[config.mk]
export PLATFORM = sky130hd
export DESIGN_NAME = flash_sample_streamer
export DESIGN_NICKNAME = d
export VERILOG_FILES = /design/src/rtl/flash_sample_streamer.sv
export SDC_FILE = /design/constraint.sdc
export NUM_CORES = 1
export LEC_CHECK = 0
export BUFFER_PORTS_ARGS = -buffer_cell sky130_fd_sc_hd__buf_2
export CORE_MARGIN = 2
export CORE_UTILIZATION = 59
export DETAILED_ROUTE_END_ITERATION = 10
export PLACE_DENSITY_LB_ADDON = 0.3
export SYNTH_ARGS = -nofsm -noshare
export SYNTH_HDL_FRONTEND = slang
export SYNTH_SLANG_ARGS = --single-unit
[constraint.sdc]
create_clock -name i_clk -period 3.3 [get_ports i_clk]
set_input_delay 0.66 -clock i_clk [delete_from_list [all_inputs] [get_ports i_clk]]
set_output_delay 0.66 -clock i_clk [all_outputs]
set_load 0.02 [all_outputs]
[src/rtl/flash_sample_streamer.sv]
// Streams 8-bit samples from SPI flash through a small FIFO and releases one per sample period.
// Fetch runs ahead of playback; the flash region loops, and empty periods are counted as underruns.
module flash_sample_streamer #(
    parameter int unsigned          SAMPLE_DIV = 1200,
    parameter int unsigned          FIFO_DEPTH = 8,
    parameter int unsigned          ADDR_BITS  = 24,
    parameter logic [ADDR_BITS-1:0] START_ADDR = '0,
    parameter int unsigned          LENGTH     = 24'h100000
) (
    input  logic                          i_clk,
    input  logic                          i_rst,
    input  logic                          i_enable,
    output logic                          o_spi_start_read,
    output logic                          o_spi_continue_read,
    output logic                          o_spi_stop_read,
    output logic [ADDR_BITS-1:0]          o_spi_addr,
    input  logic [7:0]                    i_spi_data,
    input  logic                          i_spi_busy,
    output logic [7:0]                    o_sample,
    output logic                          o_sample_strobe,
    output logic                          o_underrun,
    output logic [7:0]                    o_underrun_count,
    output logic [$clog2(FIFO_DEPTH):0]   o_fifo_level
);

    localparam int unsigned     PtrW    = $clog2(FIFO_DEPTH);
    localparam int unsigned     LvlW    = PtrW + 1;
    localparam int unsigned     DivW    = $clog2(SAMPLE_DIV);
    localparam int unsigned     CntW    = $clog2(LENGTH + 1);
    localparam logic [DivW-1:0] DivLast = DivW'(SAMPLE_DIV - 1);
    localparam logic [CntW-1:0] LenLast = CntW'(LENGTH - 1);
    localparam logic [LvlW-1:0] LvlFull = LvlW'(FIFO_DEPTH);

    typedef enum logic [2:0] {
        StIdle,
        StIssue,
        StWaitHi,
        StWaitLo,
        StHold,
        StStop
    } state_e;

    state_e            r_state;
    logic              r_first;
    logic [CntW-1:0]   r_byte_cnt;
    logic              r_start_read;
    logic              r_continue_read;
    logic              r_stop_read;

    logic [7:0]        r_mem [FIFO_DEPTH];
    logic [PtrW-1:0]   r_wptr;
    logic [PtrW-1:0]   r_rptr;
    logic [LvlW-1:0]   r_level;
    logic [DivW-1:0]   r_div_cnt;
    logic [7:0]        r_sample;
    logic              r_sample_strobe;
    logic              r_underrun;
    logic [7:0]        r_underrun_count;

    logic              w_full;
    logic              w_push;
    logic              w_tc;
    logic              w_pop;
    logic              w_underrun;

    assign w_full     = (r_level == LvlFull);
    // A byte that completes after enable has dropped is discarded.
    assign w_push     = (r_state == StWaitLo) && !i_spi_busy && i_enable;
    assign w_tc       = i_enable && (r_div_cnt == DivLast);
    assign w_pop      = w_tc && (r_level != '0);
    assign w_underrun = w_tc && (r_level == '0);

    // Request pulses are registered on entry to StIssue/StStop so they are high during that state.
    always_ff @(posedge i_clk) begin
        if (i_rst) begin
            r_state         <= StIdle;
            r_first         <= 1'b0;
            r_byte_cnt      <= '0;
            r_start_read    <= 1'b0;
            r_continue_read <= 1'b0;
            r_stop_read     <= 1'b0;
        end else begin
            r_start_read    <= 1'b0;
            r_continue_read <= 1'b0;
            r_stop_read     <= 1'b0;
            case (r_state)
                StIdle: begin
                    if (i_enable) begin
                        r_state      <= StIssue;
                        r_first      <= 1'b0;
                        r_byte_cnt   <= '0;
                        r_start_read <= 1'b1;
                    end
                end
                StIssue: begin
                    r_state <= StWaitHi;
                end
                StWaitHi: begin
                    if (i_spi_busy) begin
                        r_state <= StWaitLo;
                    end
                end
                StWaitLo: begin
                    if (!i_spi_busy) begin
                        r_byte_cnt <= r_byte_cnt + CntW'(1);
                        if (!i_enable || (r_byte_cnt == LenLast)) begin
                            r_state     <= StStop;
                            r_stop_read <= 1'b1;
                        end else begin
                            r_state <= StHold;
                        end
                    end
                end
                StHold: begin
                    if (!i_enable) begin
                        r_state     <= StStop;
                        r_stop_read <= 1'b1;
                    end else if (!w_full) begin
                        r_state         <= StIssue;
                        r_start_read    <= r_first;
                        r_continue_read <= !r_first;
                        r_first         <= 1'b0;
                    end
                end
                StStop: begin
                    if (i_enable) begin
                        r_byte_cnt <= '0;
                        // A wrap that lands on a full FIFO parks in StHold until a slot frees.
                        if (w_full) begin
                            r_state <= StHold;
                            r_first <= 1'b1;
                        end else begin
                            r_state      <= StIssue;
                            r_first      <= 1'b0;
                            r_start_read <= 1'b1;
                        end
                    end else begin
                        r_state <= StIdle;
                    end
                end
                default: begin
                    r_state <= StIdle;
                end
            endcase
        end
    end

    always_ff @(posedge i_clk) begin
        if (w_push) begin
            r_mem[r_wptr] <= i_spi_data;
        end
    end

    always_ff @(posedge i_clk) begin
        if (i_rst) begin
            r_wptr           <= '0;
            r_rptr           <= '0;
            r_level          <= '0;
            r_div_cnt        <= '0;
            r_sample         <= 8'h80;
            r_sample_strobe  <= 1'b0;
            r_underrun       <= 1'b0;
            r_underrun_count <= 8'h00;
        end else if (!i_enable) begin
            r_wptr          <= '0;
            r_rptr          <= '0;
            r_level         <= '0;
            r_div_cnt       <= '0;
            r_sample        <= 8'h80;
            r_sample_strobe <= 1'b0;
            r_underrun      <= 1'b0;
        end else begin
            r_sample_strobe <= w_pop;
            r_underrun      <= w_underrun;
            r_div_cnt       <= w_tc ? '0 : r_div_cnt + DivW'(1);
            if (w_push) begin
                r_wptr <= r_wptr + PtrW'(1);
            end
            if (w_pop) begin
                r_sample <= r_mem[r_rptr];
                r_rptr   <= r_rptr + PtrW'(1);
            end
            if (w_underrun && (r_underrun_count != 8'hFF)) begin
                r_underrun_count <= r_underrun_count + 8'd1;
            end
            case ({w_push, w_pop})
                2'b10:   r_level <= r_level + LvlW'(1);
                2'b01:   r_level <= r_level - LvlW'(1);
                default: r_level <= r_level;
            endcase
        end
    end

    assign o_spi_start_read    = r_start_read;
    assign o_spi_continue_read = r_continue_read;
    assign o_spi_stop_read     = r_stop_read;
    assign o_spi_addr          = START_ADDR;
    assign o_sample            = r_sample;
    assign o_sample_strobe     = r_sample_strobe;
    assign o_underrun          = r_underrun;
    assign o_underrun_count    = r_underrun_count;
    assign o_fifo_level        = r_level;

endmodule

==> impl_metrics.ini <==
[yosys]
synth_enable_flop_cells = 64
synth_largest_area_cell = sky130_fd_sc_hd__edfxtp_1
synth.top_cell.area_share_pct = 32.49
yosysSeqAreaShare_pct = 55.16
postSynthAreaPerCell_sq_um = 11.69
synth.ff_latch_count = 131
synthFlopType = sky130_fd_sc_hd__dfxtp_1
synth-warning-count = 0
ys_async_sr_fraction_pct = 0
postSynthCellCount = 506
synth_cell_types = 56
synth_area_leaders = sky130_fd_sc_hd__edfxtp_1, sky130_fd_sc_hd__dfxtp_1, sky130_fd_sc_hd__mux4_2
synthesis.area_sq_mm = 0.005916

[sta]
timing.slew.headroom_pct = 41.55
fmax_mhz = 339.5
setup-tns-final_ns = 0
min_period_over_period_pct = 89.26
final.min_clock_period_ns = 2.946
report.final.setup_viol = 0
timing_worst_slew_pin_value_ns = 0.8756
finalClockSkew_ns = 0.006389
worst_slack_setup_final_ns = 0.3544
report.final.hold_viol_count = 0
final-max-slew-violation-count = 0
rsz0062_at_grt = false

[setup_path]
critical_path.reg2reg.startpoint = r_div_cnt[0]$_SDFF_PP0_
crit_path_max_fo = 8
setup.worst_path.start_class = register
endpoint_kind = register
critical_path.most_common_cell = sky130_fd_sc_hd__ha_1
cpMaxStageDelayCell = sky130_fd_sc_hd__dfxtp_1
criticalPathCategory = register to register
timing.critical_path.max_delay_family = simple AND/OR/NAND/NOR gates
arrival_ns = 3.39
list_of_cells_traversed_by_the_critical_path = ha_1, and4_1, nand4_1, nor2_1, buf_4, ha_1, ha_1, a21o_1, a21oi_1, mux2i_1, mux2i_1
critical_path_buf_inv_count = 1
cp-startpoint = r_div_cnt[0]$_SDFF_PP0_
critical_path.max_stage_delay_ns = 0.36
critPathRequiredTime_ns = 3.74

[route]
met3WireLength_um = 575
route.detailed.drc = 0
detail_route.vias_per_cell = 5.946
totalWireLength_um = 11880
detailroute.via_count = 4103
drt-pass1-iter-count = 4
drt_iter0_drc = 222
top_signal_layer_used = met4
met2WireLength_um = 6060
wirelength_met1_um = 5113
number_of_antenna_violating_nets_in_the_routed_design = 0
wl_per_cell_um = 17.21

[floorplanning]
design.die.area_sq_mm = 0.01084
fp.coreArea_sq_mm = 0.009774
std_cell_rows = 36
count_of_boundary_i_o_pins = 61
initial_cell_density_of_the_core_pct = 60.52
die_w_um = 104.1
fp.dieH_um = 104.1

[placed_design]
buffer_ports.inserted = 36
gpl.final_weighted_congestion = 0.8470
pre_cts_slack_ns = 0.3900
detailedPlacementHpwl_um = 7613

[power_and_ir_drop]
combPwrFrac_pct = 3.6
powerDensity_mw_per_mm2 = 551.4
internal_power_mw = 2.903
net_switching_share_of_the_total_power_pct = 21.65
power.net_switching_mw = 0.8021
clock_power_share_pct = 49.5
seq_power_share_pct = 46.9
leakage_nw = 2.318
max-vdd-ir-drop_mv = 0.5745

[cts]
cts.clk_slew.worst_paths_ns = 0.06
postCtsHoldBufs = 0
tritoncts = built
cts.root.buffer_cell = sky130_fd_sc_hd__clkbuf_8
ctsLongestPathBuffers = 2
post_cts_repair_timing_setup_buffer_count = 0
tritoncts.num_buffers = 17
clock_latency_ns = 0.51
ctsResizeCount = 0
number_of_clock_sinks = 131
ctsHtreeMaxLevel = 4

[layout]
multiInputGateArea_sq_mm = 0.002387
num_antenna_cells = 0
area.sequential_sq_mm = 0.003263
layout.cells.most_common_list = sky130_fd_sc_hd__dfxtp_1, sky130_fd_sc_hd__edfxtp_1, sky130_fd_sc_hd__nor2_1
layout_commonest_cell = sky130_fd_sc_hd__dfxtp_1
nNetsFinal = 566
fill_cells = 678
syn_to_final_growth_pct = 13.58
drive_above_1_share_pct = 18.85

[global_routing]
grt_first_pass_wirelength_um = 19660
final_global_route_overflow_total = 0
pin_count_of_the_biggest_net_entering_global_routing = 24
via_count_of_the_first_global_routing_pass = 3927
number_of_antenna_violations_at_the_first_check_in_global_routing = 0
track_usage_pct = 23.19

[worst_hold_path]
hold_start = i_spi_data[1]
hold_class = input pin to register

[outcome]
status = complete, no violations

[flow_run]
max_cap_check_violation_count = 0
-- cell usage after synthesis, types with 2 or more instances --
| library cell | n |
|---|---|
| sky130_fd_sc_hd__nand2b_1 | 5 |
| sky130_fd_sc_hd__ha_1 | 8 |
| sky130_fd_sc_hd__nand4_1 | 11 |
| sky130_fd_sc_hd__a31oi_1 | 3 |
| sky130_fd_sc_hd__nand4b_1 | 2 |
| sky130_fd_sc_hd__nand3_1 | 16 |
| sky130_fd_sc_hd__a21o_1 | 3 |
| sky130_fd_sc_hd__a21oi_1 | 25 |
| sky130_fd_sc_hd__buf_1 | 3 |
| sky130_fd_sc_hd__and4bb_2 | 2 |
| sky130_fd_sc_hd__or3_1 | 4 |
| sky130_fd_sc_hd__buf_6 | 2 |
| sky130_fd_sc_hd__nor2b_1 | 4 |
| sky130_fd_sc_hd__inv_1 | 10 |
| sky130_fd_sc_hd__buf_2 | 4 |
| sky130_fd_sc_hd__o21ai_0 | 10 |
| sky130_fd_sc_hd__nor4_1 | 5 |
| sky130_fd_sc_hd__and4_1 | 6 |
| sky130_fd_sc_hd__and3_1 | 5 |
| sky130_fd_sc_hd__o41ai_1 | 2 |
| sky130_fd_sc_hd__and2_1 | 2 |
| sky130_fd_sc_hd__nor3_1 | 10 |
| sky130_fd_sc_hd__or4_1 | 18 |
| sky130_fd_sc_hd__dfxtp_1 | 67 |
| sky130_fd_sc_hd__or2_2 | 3 |
| sky130_fd_sc_hd__a211oi_1 | 11 |
| sky130_fd_sc_hd__xor2_1 | 13 |
| sky130_fd_sc_hd__mux2i_1 | 14 |
| sky130_fd_sc_hd__o31ai_1 | 17 |
| sky130_fd_sc_hd__a22oi_1 | 2 |
| sky130_fd_sc_hd__buf_4 | 25 |
| sky130_fd_sc_hd__xnor2_1 | 4 |
| sky130_fd_sc_hd__clkbuf_1 | 18 |
| sky130_fd_sc_hd__mux2_2 | 2 |
| sky130_fd_sc_hd__nor2_1 | 51 |
| sky130_fd_sc_hd__nand2_1 | 21 |
| sky130_fd_sc_hd__mux4_2 | 16 |
| sky130_fd_sc_hd__edfxtp_1 | 64 |
-- state kept, by name (all words and copies together) (netlist names) --
name / count
r_byte_cnt: 21
o_underrun_count: 8
o_sample_strobe: 1
r_rptr: 3
r_state: 3
r_mem: 64
o_spi_start_read: 1
r_wptr: 3
o_fifo_level: 4
r_first: 1
o_sample: 8
r_div_cnt: 11
o_spi_stop_read: 1
o_underrun: 1
o_spi_continue_read: 1
-- kinds of logic after synthesis --
family	share of synthesized area (%)
flops	55.16
mux	8.841
compound gates	9.793
fa+ha+maj	2.031
xor+xnor	2.517
buf+inv	5.943
other cells	0.06339
simple gates	15.65
-- area by class of cell --
cell class,count,share of cell area [%]
flip-flops and latches,131,48.57
multi-input cells,335,35.53
clock buffers,19,6.276
repair buffers,50,4.246
well taps,133,2.477
clock inverters,12,2.346
inverters,10,0.5587
-- metrics by stage --
step                power, mW  cell area, sq um  hold slack (ns)  utilization (%)  instances
global route            3.823              6719           0.3971            68.74        690
CTS                     3.732              6719           0.3904            68.74        690
finish                  3.705              6719           0.4072            68.74        690
global placement        1.899              6140           0.4418            62.81        659
floorplan               1.896              6002           0.4262                -        529
detailed placement      1.904              6140           0.4543            62.81        659
-- path summary, 6_finish.rpt --
check                                                    end  slack, ns  depth (start not counted)
worst max-delay path            o_fifo_level[3]$_SDFFE_PP0P_       0.35                         11
worst min-delay path                   r_mem[7][1]$_DFFE_PP_       0.41                          1
worst max register to register  o_fifo_level[3]$_SDFFE_PP0P_       0.35                         11
worst min register to register       r_div_cnt[0]$_SDFF_PP0_       0.46                          1
-- routing by layer --
metal,global-route usage (%),up-vias
met5,0,-
met4,6.564,0
met3,6.516,11
met2,39.05,122
met1,29.47,2020
li1,-,1950
-- power by group through the flow --
stage / sequential, mW / clock (mW) / combinational [mW]
after floorplan: 1.76 / 0 / 0.139
after global placement: 1.77 / 0 / 0.128
after detailed placement: 1.77 / 0 / 0.132
after CTS: 1.74 / 1.86 / 0.134
after global routing: 1.74 / 1.94 / 0.147
final: 1.74 / 1.83 / 0.133
-- worst register-to-register path: stages, from the launching register on --
cell and delay (ns):
sky130_fd_sc_hd__dfxtp_1 0.36, sky130_fd_sc_hd__ha_1 0.22, sky130_fd_sc_hd__and4_1 0.34, sky130_fd_sc_hd__nand4_1 0.32
sky130_fd_sc_hd__nor2_1 0.18, sky130_fd_sc_hd__buf_4 0.19, sky130_fd_sc_hd__ha_1 0.23, sky130_fd_sc_hd__ha_1 0.26
sky130_fd_sc_hd__a21o_1 0.18, sky130_fd_sc_hd__a21oi_1 0.16, sky130_fd_sc_hd__mux2i_1 0.23, sky130_fd_sc_hd__mux2i_1 0.19
(Power assumes the default switching activity.)
